## config.mk

```make
export PLATFORM = sky130hd
export DESIGN_NAME = mem_controller_flat
export DESIGN_NICKNAME = d
export VERILOG_FILES = /design/src/rtl/mem_ctrl_pkg.sv /design/src/rtl/mem_controller_if.sv /design/src/rtl/mem_watchdog.sv /design/src/rtl/mem_controller.sv /design/src/flat_wrapper.sv
export SDC_FILE = /design/constraint.sdc
export NUM_CORES = 1
export LEC_CHECK = 0
export CAP_MARGIN = 0
export CORE_AREA = 2 2 91 93
export CTS_CLUSTER_SIZE = 10
export DETAILED_ROUTE_END_ITERATION = 8
export DIE_AREA = 0 0 93 95
export MAX_ROUTING_LAYER = met4
export PLACE_DENSITY = 0.87
export SYNTH_ARGS = -nofsm -noshare
export SYNTH_HDL_FRONTEND = slang
export SYNTH_HIERARCHICAL = 1
export SYNTH_SLANG_ARGS = --single-unit
```

## constraint.sdc

```tcl
create_clock -name clk -period 3 [get_ports clk]
set_clock_uncertainty 0.1 [all_clocks]
set_input_delay 0.6 -clock clk [delete_from_list [all_inputs] [get_ports clk]]
set_output_delay 0.6 -clock clk [all_outputs]
set_load 0.01 [all_outputs]
```

## src/rtl/mem_ctrl_pkg.sv

```systemverilog
// mem_ctrl_pkg: request modes shared with the I/O controller, controller
// state encoding and default bus widths.
package mem_ctrl_pkg;

  localparam int unsigned DEF_ADDR_W = 25;
  localparam int unsigned DEF_DATA_W = 16;

  // Request mode as driven by the I/O controller on modeInput
  typedef enum logic [1:0] {
    MODE_CLEAR = 2'b00,
    MODE_READ  = 2'b01,
    MODE_WRITE = 2'b10,
    MODE_IDLE  = 2'b11
  } mode_e;

  // Controller states
  typedef enum logic [2:0] {
    ST_IDLE    = 3'd0,
    ST_WRITE   = 3'd1,
    ST_READ    = 3'd2,
    ST_RD_WAIT = 3'd3,
    ST_CLEAR   = 3'd4
  } state_e;

endpackage

```

## src/rtl/mem_controller_if.sv

```systemverilog
// Interfaces of mem_controller: the request side towards the I/O
// controller (mem_io_if) and the Avalon-MM word port (mem_av_if).
interface mem_io_if #(
  parameter int unsigned ADDR_W = mem_ctrl_pkg::DEF_ADDR_W,
  parameter int unsigned DATA_W = mem_ctrl_pkg::DEF_DATA_W
);
  logic [1:0]        modeInput;
  logic [ADDR_W-1:0] memoryAddress;
  logic [DATA_W-1:0] ioDataOut;
  logic              ioDone;
  logic              memDone;
  logic [DATA_W-1:0] memOut;
  logic              memError;

  // I/O controller side issues requests
  modport master (
    output modeInput, memoryAddress, ioDataOut, ioDone,
    input  memDone, memOut, memError
  );

  // Memory controller side serves requests
  modport slave (
    input  modeInput, memoryAddress, ioDataOut, ioDone,
    output memDone, memOut, memError
  );
endinterface

interface mem_av_if #(
  parameter int unsigned ADDR_W = mem_ctrl_pkg::DEF_ADDR_W,
  parameter int unsigned DATA_W = mem_ctrl_pkg::DEF_DATA_W
);
  logic [ADDR_W-1:0] avAddress;
  logic              avRead;
  logic              avWrite;
  logic [DATA_W-1:0] avWriteData;
  logic [DATA_W-1:0] avReadData;
  logic              avWaitRequest;
  logic              avReadDataValid;

  // Command issuer (mem_controller)
  modport master (
    output avAddress, avRead, avWrite, avWriteData,
    input  avReadData, avWaitRequest, avReadDataValid
  );

  // Memory (SDRAM controller IP)
  modport slave (
    input  avAddress, avRead, avWrite, avWriteData,
    output avReadData, avWaitRequest, avReadDataValid
  );
endinterface

```

## src/rtl/mem_watchdog.sv

```systemverilog
// mem_watchdog: stall counter used when MEM_CTRL_TIMEOUT_EN is defined.
// Counts busy cycles without progress; timeout_c pulses on the cycle that
// completes TIMEOUT_CYCLES consecutive stalled cycles.
module mem_watchdog #(
  parameter int unsigned TIMEOUT_CYCLES = 255
) (
  input  logic clk,
  input  logic rst,
  input  logic busy,
  input  logic progress,
  output logic timeout_c
);

  localparam int unsigned CNT_W = $clog2(TIMEOUT_CYCLES + 1);

  logic [CNT_W-1:0] cnt;

  assign timeout_c = busy & ~progress & (cnt == CNT_W'(TIMEOUT_CYCLES - 1));

  // Stall counter: restarts on idle, progress or an expired timeout
  always_ff @(posedge clk or posedge rst) begin
    if (rst) begin
      cnt <= '0;
    end else if (!busy || progress || timeout_c) begin
      cnt <= '0;
    end else begin
      cnt <= cnt + CNT_W'(1);
    end
  end

endmodule

```

## src/rtl/mem_controller.sv

```systemverilog
// mem_controller: executes clear/read/write requests from the I/O
// controller on an Avalon-MM word port. Optional stall watchdog is
// compiled in with MEM_CTRL_TIMEOUT_EN.
module mem_controller
  import mem_ctrl_pkg::*;
#(
  parameter int unsigned ADDR_W         = DEF_ADDR_W,
  parameter int unsigned DATA_W         = DEF_DATA_W,
  parameter int unsigned CLEAR_WORDS    = 1024,
  parameter int unsigned TIMEOUT_CYCLES = 255
) (
  input logic     clk,
  input logic     rst,
  mem_io_if.slave io,
  mem_av_if.master av
);

  localparam int unsigned CNT_W = $clog2(CLEAR_WORDS + 1);

  if (CLEAR_WORDS < 1 || TIMEOUT_CYCLES < 1) begin : g_param_check
    $error("mem_controller: CLEAR_WORDS and TIMEOUT_CYCLES must be at least 1");
  end

  state_e            state, state_nxt;
  logic [ADDR_W-1:0] addr_q, addr_nxt;
  logic [DATA_W-1:0] data_q, data_nxt;
  logic [CNT_W-1:0]  cnt_q, cnt_nxt;
  logic [DATA_W-1:0] mem_out_q, mem_out_nxt;
  logic              prev_q;
  logic              edge_c;
  logic              progress_c;
  logic              timeout_c;
  logic              mem_done_c;
  logic              av_read_c;
  logic              av_write_c;
  logic [ADDR_W-1:0] av_addr_c;
  logic [DATA_W-1:0] av_wdata_c;

  assign edge_c = io.ioDone & ~prev_q;

  // Forward progress: a command accepted or read data returned
  assign progress_c = (((state == ST_WRITE) || (state == ST_READ) || (state == ST_CLEAR))
                       & ~av.avWaitRequest)
                    | ((state == ST_RD_WAIT) & av.avReadDataValid);

`ifdef MEM_CTRL_TIMEOUT_EN
  logic err_q;

  mem_watchdog #(
    .TIMEOUT_CYCLES (TIMEOUT_CYCLES)
  ) u_watchdog (
    .clk       (clk),
    .rst       (rst),
    .busy      (state != ST_IDLE),
    .progress  (progress_c),
    .timeout_c (timeout_c)
  );

  // Sticky timeout flag, cleared when the next request starts
  always_ff @(posedge clk or posedge rst) begin
    if (rst) begin
      err_q <= 1'b0;
    end else if (timeout_c) begin
      err_q <= 1'b1;
    end else if ((state == ST_IDLE) && (state_nxt != ST_IDLE)) begin
      err_q <= 1'b0;
    end
  end

  assign io.memError = err_q;
`else
  assign timeout_c   = 1'b0;
  assign io.memError = 1'b0;
`endif

  // State and datapath registers
  always_ff @(posedge clk or posedge rst) begin
    if (rst) begin
      state     <= ST_IDLE;
      addr_q    <= '0;
      data_q    <= '0;
      cnt_q     <= '0;
      mem_out_q <= '0;
      prev_q    <= 1'b1;
    end else begin
      state     <= state_nxt;
      addr_q    <= addr_nxt;
      data_q    <= data_nxt;
      cnt_q     <= cnt_nxt;
      mem_out_q <= mem_out_nxt;
      prev_q    <= io.ioDone;
    end
  end

  // Next state, latched values and outputs decoded from the state register
  always_comb begin
    state_nxt   = state;
    addr_nxt    = addr_q;
    data_nxt    = data_q;
    cnt_nxt     = cnt_q;
    mem_out_nxt = mem_out_q;
    mem_done_c  = 1'b0;
    av_read_c   = 1'b0;
    av_write_c  = 1'b0;
    av_addr_c   = addr_q;
    av_wdata_c  = data_q;

    case (state)
      ST_IDLE: begin
        mem_done_c = 1'b1;
        if (edge_c) begin
          addr_nxt = io.memoryAddress;
          data_nxt = io.ioDataOut;
          case (mode_e'(io.modeInput))
            MODE_WRITE: state_nxt = ST_WRITE;
            MODE_READ:  state_nxt = ST_READ;
            MODE_CLEAR: begin
              state_nxt = ST_CLEAR;
              cnt_nxt   = '0;
            end
            default: ;
          endcase
        end
      end

      ST_WRITE: begin
        av_write_c = 1'b1;
        if (!av.avWaitRequest) begin
          state_nxt = ST_IDLE;
        end
      end

      ST_READ: begin
        av_read_c = 1'b1;
        if (!av.avWaitRequest) begin
          state_nxt = ST_RD_WAIT;
        end
      end

      ST_RD_WAIT: begin
        if (av.avReadDataValid) begin
          mem_out_nxt = av.avReadData;
          state_nxt   = ST_IDLE;
        end
      end

      ST_CLEAR: begin
        av_write_c = 1'b1;
        av_addr_c  = ADDR_W'(cnt_q);
        av_wdata_c = '0;
        if (!av.avWaitRequest) begin
          if (cnt_q == CNT_W'(CLEAR_WORDS - 1)) begin
            state_nxt = ST_IDLE;
          end else begin
            cnt_nxt = cnt_q + CNT_W'(1);
          end
        end
      end

      default: state_nxt = ST_IDLE;
    endcase

    // Watchdog abort: give up on the stalled operation, keep memOut
    if (timeout_c) begin
      state_nxt   = ST_IDLE;
      mem_out_nxt = mem_out_q;
    end
  end

  assign io.memDone     = mem_done_c;
  assign io.memOut      = mem_out_q;
  assign av.avRead      = av_read_c;
  assign av.avWrite     = av_write_c;
  assign av.avAddress   = av_addr_c;
  assign av.avWriteData = av_wdata_c;

endmodule

```

## src/flat_wrapper.sv

```systemverilog
// flat-port wrapper written by rule: the top's interface ports become plain ports
module mem_controller_flat import mem_ctrl_pkg::*;
#(
  parameter int unsigned ADDR_W         = DEF_ADDR_W,
  parameter int unsigned DATA_W         = DEF_DATA_W,
  parameter int unsigned CLEAR_WORDS    = 1024,
  parameter int unsigned TIMEOUT_CYCLES = 255
)
  (clk, rst, io_modeInput, io_memoryAddress, io_ioDataOut, io_ioDone, io_memDone, io_memOut, io_memError, av_avAddress, av_avRead, av_avWrite, av_avWriteData, av_avReadData, av_avWaitRequest, av_avReadDataValid);
  mem_io_if #(.ADDR_W(ADDR_W), .DATA_W(DATA_W)) io_i ();
  mem_av_if #(.ADDR_W(ADDR_W), .DATA_W(DATA_W)) av_i ();
  input logic clk;
  input logic rst;
  input wire logic [$bits(io_i.modeInput)-1:0] io_modeInput;
  input wire logic [$bits(io_i.memoryAddress)-1:0] io_memoryAddress;
  input wire logic [$bits(io_i.ioDataOut)-1:0] io_ioDataOut;
  input wire logic [$bits(io_i.ioDone)-1:0] io_ioDone;
  output wire logic [$bits(io_i.memDone)-1:0] io_memDone;
  output wire logic [$bits(io_i.memOut)-1:0] io_memOut;
  output wire logic [$bits(io_i.memError)-1:0] io_memError;
  output wire logic [$bits(av_i.avAddress)-1:0] av_avAddress;
  output wire logic [$bits(av_i.avRead)-1:0] av_avRead;
  output wire logic [$bits(av_i.avWrite)-1:0] av_avWrite;
  output wire logic [$bits(av_i.avWriteData)-1:0] av_avWriteData;
  input wire logic [$bits(av_i.avReadData)-1:0] av_avReadData;
  input wire logic [$bits(av_i.avWaitRequest)-1:0] av_avWaitRequest;
  input wire logic [$bits(av_i.avReadDataValid)-1:0] av_avReadDataValid;
  assign io_i.modeInput = io_modeInput;
  assign io_i.memoryAddress = io_memoryAddress;
  assign io_i.ioDataOut = io_ioDataOut;
  assign io_i.ioDone = io_ioDone;
  assign io_memDone = io_i.memDone;
  assign io_memOut = io_i.memOut;
  assign io_memError = io_i.memError;
  assign av_avAddress = av_i.avAddress;
  assign av_avRead = av_i.avRead;
  assign av_avWrite = av_i.avWrite;
  assign av_avWriteData = av_i.avWriteData;
  assign av_i.avReadData = av_avReadData;
  assign av_i.avWaitRequest = av_avWaitRequest;
  assign av_i.avReadDataValid = av_avReadDataValid;
  mem_controller #(.ADDR_W(ADDR_W), .DATA_W(DATA_W), .CLEAR_WORDS(CLEAR_WORDS), .TIMEOUT_CYCLES(TIMEOUT_CYCLES)) u_core (.clk(clk), .rst(rst), .io(io_i), .av(av_i));
endmodule
```

* Yosys cells after proc, flatten, opt, wreduce, memory -nomap -nowiden
Index checks and enable logic that the tools add are counted. Widths: inputs -> output; s select.
Operators by class: equal/unequal tests 16, add/subtract/negate cells 1, bitwise logic cells 2, mux-type cells 18, reductions and logical operators 8
Operators with widths (number):
- $mux 11 | 4
- $mux 25 | 1
- $pmux 11 s2 | 1
- $mux 3 | 6
- $mux 16 | 1
- $pmux 3 s5 | 1
- $ne 2x2->1 const B | 7
- $add 11x1->11 const B | 1
- $eq 11x10->1 const B | 1
- $pmux 3 s3 | 1
- $reduce_and 7->1 | 1
- $eq 3x2->1 const B | 2
- $reduce_and 5->1 | 1
- $ne 4x4->1 const B | 1
- $reduce_and 2->1 | 2
- $eq 3x1->1 const B | 1
- $eq 3x3->1 const B | 1
- $logic_not 3->1 | 1
- $mux 1 | 3
- $eq 2x1->1 const B | 1
- $eq 2x2->1 const B | 1
- $logic_not 2->1 | 1
- $ne 2x1->1 const B | 1
- $reduce_bool 2->1 | 1
- other kinds (3) | 3
Word-level totals: output and inout port bits 61, bits in registers 72, logic and storage cells 51

* Logic depth before layout (Yosys ltp)
depth after elaboration 4, depth in mapped cells 6

* Worst setup path before layout
No wires, ideal clock.
path type reg-to-output, from register u_core.state[1], to output av_avAddress[4], stages on the path, launching flop included 5, path slack 0.828 ns, arrival time 1.472 ns, required time 2.300 ns, buffers on the path 2, path through dfrtp_1 or3b_1 clkbuf_1 clkbuf_1 o21ai_0
Between the ends: cells in the longest elaborated chain, start to end 2
RTL lines:
- start, declared | RTL line mem_controller.sv:24 | state_e state, state_nxt;
- start signal, assigned | RTL line mem_controller.sv:86 | state <= state_nxt;
- $eq 3x3->1
- $mux 25 | RTL line mem_controller.sv:108 | case (state)
- end, declared | RTL line flat_wrapper.sv:21 | output wire logic [$bits(av_i.avAddress)-1:0] av_avAddress;
No other way between the ends.

* Worst setup path in the final report
Ends and elaborated chain as after synthesis.

==> results <==
==> routing by layer <==
metal  vias up  track usage, %  part of all wire [%]
met2       106           34.36                    51
met1      1322           24.28                    42
met3        17           3.990                   5.4
met5         -               -                     0
li1       1271               -                     -
met4         0           8.088                   1.9
==> power groups by stage <==
stage	Clock (uW)	Sequential, uW	Combinational, uW
after detailed placement	0	1670	2350
final	982	1650	2340
after floorplan	0	1640	1120
after global placement	0	1640	2300
after global routing	1040	1710	2520
after CTS	1010	1650	2370
==> layout make-up <==
| type | count | area (sq um) |
|---|---|---|
| flip-flops and latches | 72 | 1803 |
| clock buffers | 10 | 127.6 |
| fillers | 624 | 2869 |
| repair buffers | 132 | 1324 |
| inverters | 7 | 26.28 |
| multi-input cells | 199 | 1518 |
| well taps | 105 | 131.4 |
| clock inverters | 5 | 128.9 |
==> worst max path at each step <==
stage / startpoint / endpoint / cells after the start
floorplan: rst / u_core/addr_q[0] / 1
global placement: u_core/state[1] / av_avAddress[4] / 4
detailed placement: u_core/state[1] / av_avAddress[4] / 4
CTS: u_core/state[1] / av_avAddress[4] / 4
global route: u_core/state[1] / av_avAddress[4] / 4
finish: u_core/state[1] / av_avAddress[4] / 4
==> Yosys cell counts, drive strengths merged (2+ instances only) <==
cell     number
nor2          8
clkbuf        7
nand2        36
nor3          4
nor3b         3
a31oi         8
buf           8
mux2         58
dfrtp        71
ha            4
nand4         3
inv           7
o211ai        3
or3b          2
and2         31
and3          4
a2bb2oi       2
a21boi        2
o21ai         8
nand2b        4
nand3         4
a221o         2
==> logic make-up (layout without fill, tap and decap cells) <==
family / Yosys count / count (layout) / synth area share, %
muxes: 59 / 59 / 19.39
adders and majority gates: 4 / 4 / 1.464
AOI/OAI and AO/OA: 31 / 31 / 6.696
buffers and inverters: 22 / 154 / 2.964
DFF: 72 / 72 / 52.73
other: 1 / 1 / 0.1097
xor gates and xnor gates: 1 / 1 / 0.2562
and+or+nand+nor: 103 / 103 / 16.39
==> flip-flops by register name, indices dropped and copies added (netlist names) <==
signal and cells:
u_core/state 3, u_core/data_q 16, u_core/addr_q 25, u_core/prev_q 1, u_core/io.memOut 16, u_core/cnt_q 11
==> critical path, stage by stage (launching register included) <==
cell and delay (ps):
dfrtp_1 440, or3b_1 410, buf_4 200, o21ai_0 150, clkdlybuf4s50_1 560
==> per-stage QoR <==
| stage | worst slack (ps) | hold slack [ps] | power (uW) | cells | util [%] |
|---|---|---|---|---|---|
| 2_1_floorplan | 476.7 | 370.6 | 2769 | 293 | - |
| 3_3_place_gp | 500.3 | 379.6 | 3936 | 515 | 60.57 |
| 3_5_place_dp | 542.3 | 387.4 | 4019 | 515 | 60.57 |
| 4_1_cts | 172.8 | 403.7 | 5028 | 530 | 63.81 |
| 5_1_grt | 91.94 | 423.0 | 5272 | 530 | 63.81 |
| 6_report | 196.7 | 400.0 | 4973 | 530 | 63.81 |
==> results.cfg <==
[status]
status = complete, no violations

[die]
die_h_um = 95
die_area_sq_mm = 0.008835
core_sq_mm = 0.007928
rows = 33
die_x_um = 93
io_pins = 125
initial_utilization_pct = 43.13

[yosys]
synth-edff-count = 0
syn_area_per_cell_sq_um = 11.67
synthArstFlopShare_pct = 100.0
yosys_warnings = 6
synth_area_sq_mm = 0.003420
syn-num-nets = 361
ys_dominant_reg_cell = dfrtp_1
synth_seq_cells = 72
synth-seq-area-share_pct = 52.73
synth_area_leaders = dfrtp_1, mux2_2, and2_1
synth_top_cell_area_share_pct = 51.96
syn_inst = 293
synth_area_leader_cell = dfrtp_1
ys_types = 46

[final_layout]
syn_to_final_growth_pct = 47.93
mostFrequentLayoutCells = clkdlybuf4s50_1, dfrtp_1, mux2_2
drive_gt1_share_pct = 21.88
design_area_sq_mm = 0.005059
num_antenna_cells = 0
fin_nets = 489
final_common_cell = clkdlybuf4s50_1

[clock_network]
hold_buffers = 0
path_clk_slew_ps = 70
h-tree-depth = 3
cts_buffer_depth = 2
cts_buffers = 9
post_cts_buffers = 0
clock_sinks = 72
clkLatencyLatePin_ps = 330
cts_tree = done
cts-root-buf = clkbuf_8
ctsResizeCount = 0

[route]
drt-pass1-iter-count = 4
wl_per_cell_um = 15.84
num_vias = 2716
antenna_left = 0
first_iter_violations = 135
drc = 0
via_per_inst = 5.125
routed_wl_mm = 8.397

[placed_design]
gp_congestion = 0.8234
portBuffers = 123
hpwl_mm = 6.260
placed_cell_area_sq_mm = 0.004802

[flow_run]
cap_violations = 0

[pwr]
power.density_mw_per_mm2 = 983.1
p_comb_share_pct = 47.1
peakVddDrop_v = 0.0006163
p_clk_share_pct = 19.7
intPower_uw = 3481
power.switching_uw = 1492
swShare_pct = 30.01
seq_power_share_pct = 33.2
power_leakage_uw = 0.002154

[timing]
rsz0062_at_grt = false
slew_headroom_pct = 66.29
maxSlewViolCount = 0
min_period_over_period_pct = 93.44
finalHoldViolations = 0
fmax_ghz = 0.3567
worst_pin_slew_ps = 504.8
finalSetupTns_ps = 0
setup_viol = 0
finalCriticalPeriod_ps = 2803

[global_routing]
grt_max_degree = 32
grt_pass1_wl_mm = 13.66
grt_overflow_total = 0
grt_pass1_vias = 2922
grt_use_total_pct = 20.41
antenna_found_initial = 0

[critical_path]
reg2reg_slack_ps = 870
end_kind = output port
ff2ff_path_depth = 5
crit_fanout = 17
cp-start-kind = flip-flop
r2r-end = u_core/cnt_q[8]
r2r-start = u_core/state[1]
cp.required_ps = 2300
criticalPathCategory = reg -> out
crit_arrival_ps = 2100

[worst_hold_path]
worstHoldStart = u_core/addr_q[16]
hold_end = u_core/addr_q[16]
hold_depth = 1
hp-class = reg -> reg
(Power assumes the default switching activity.)
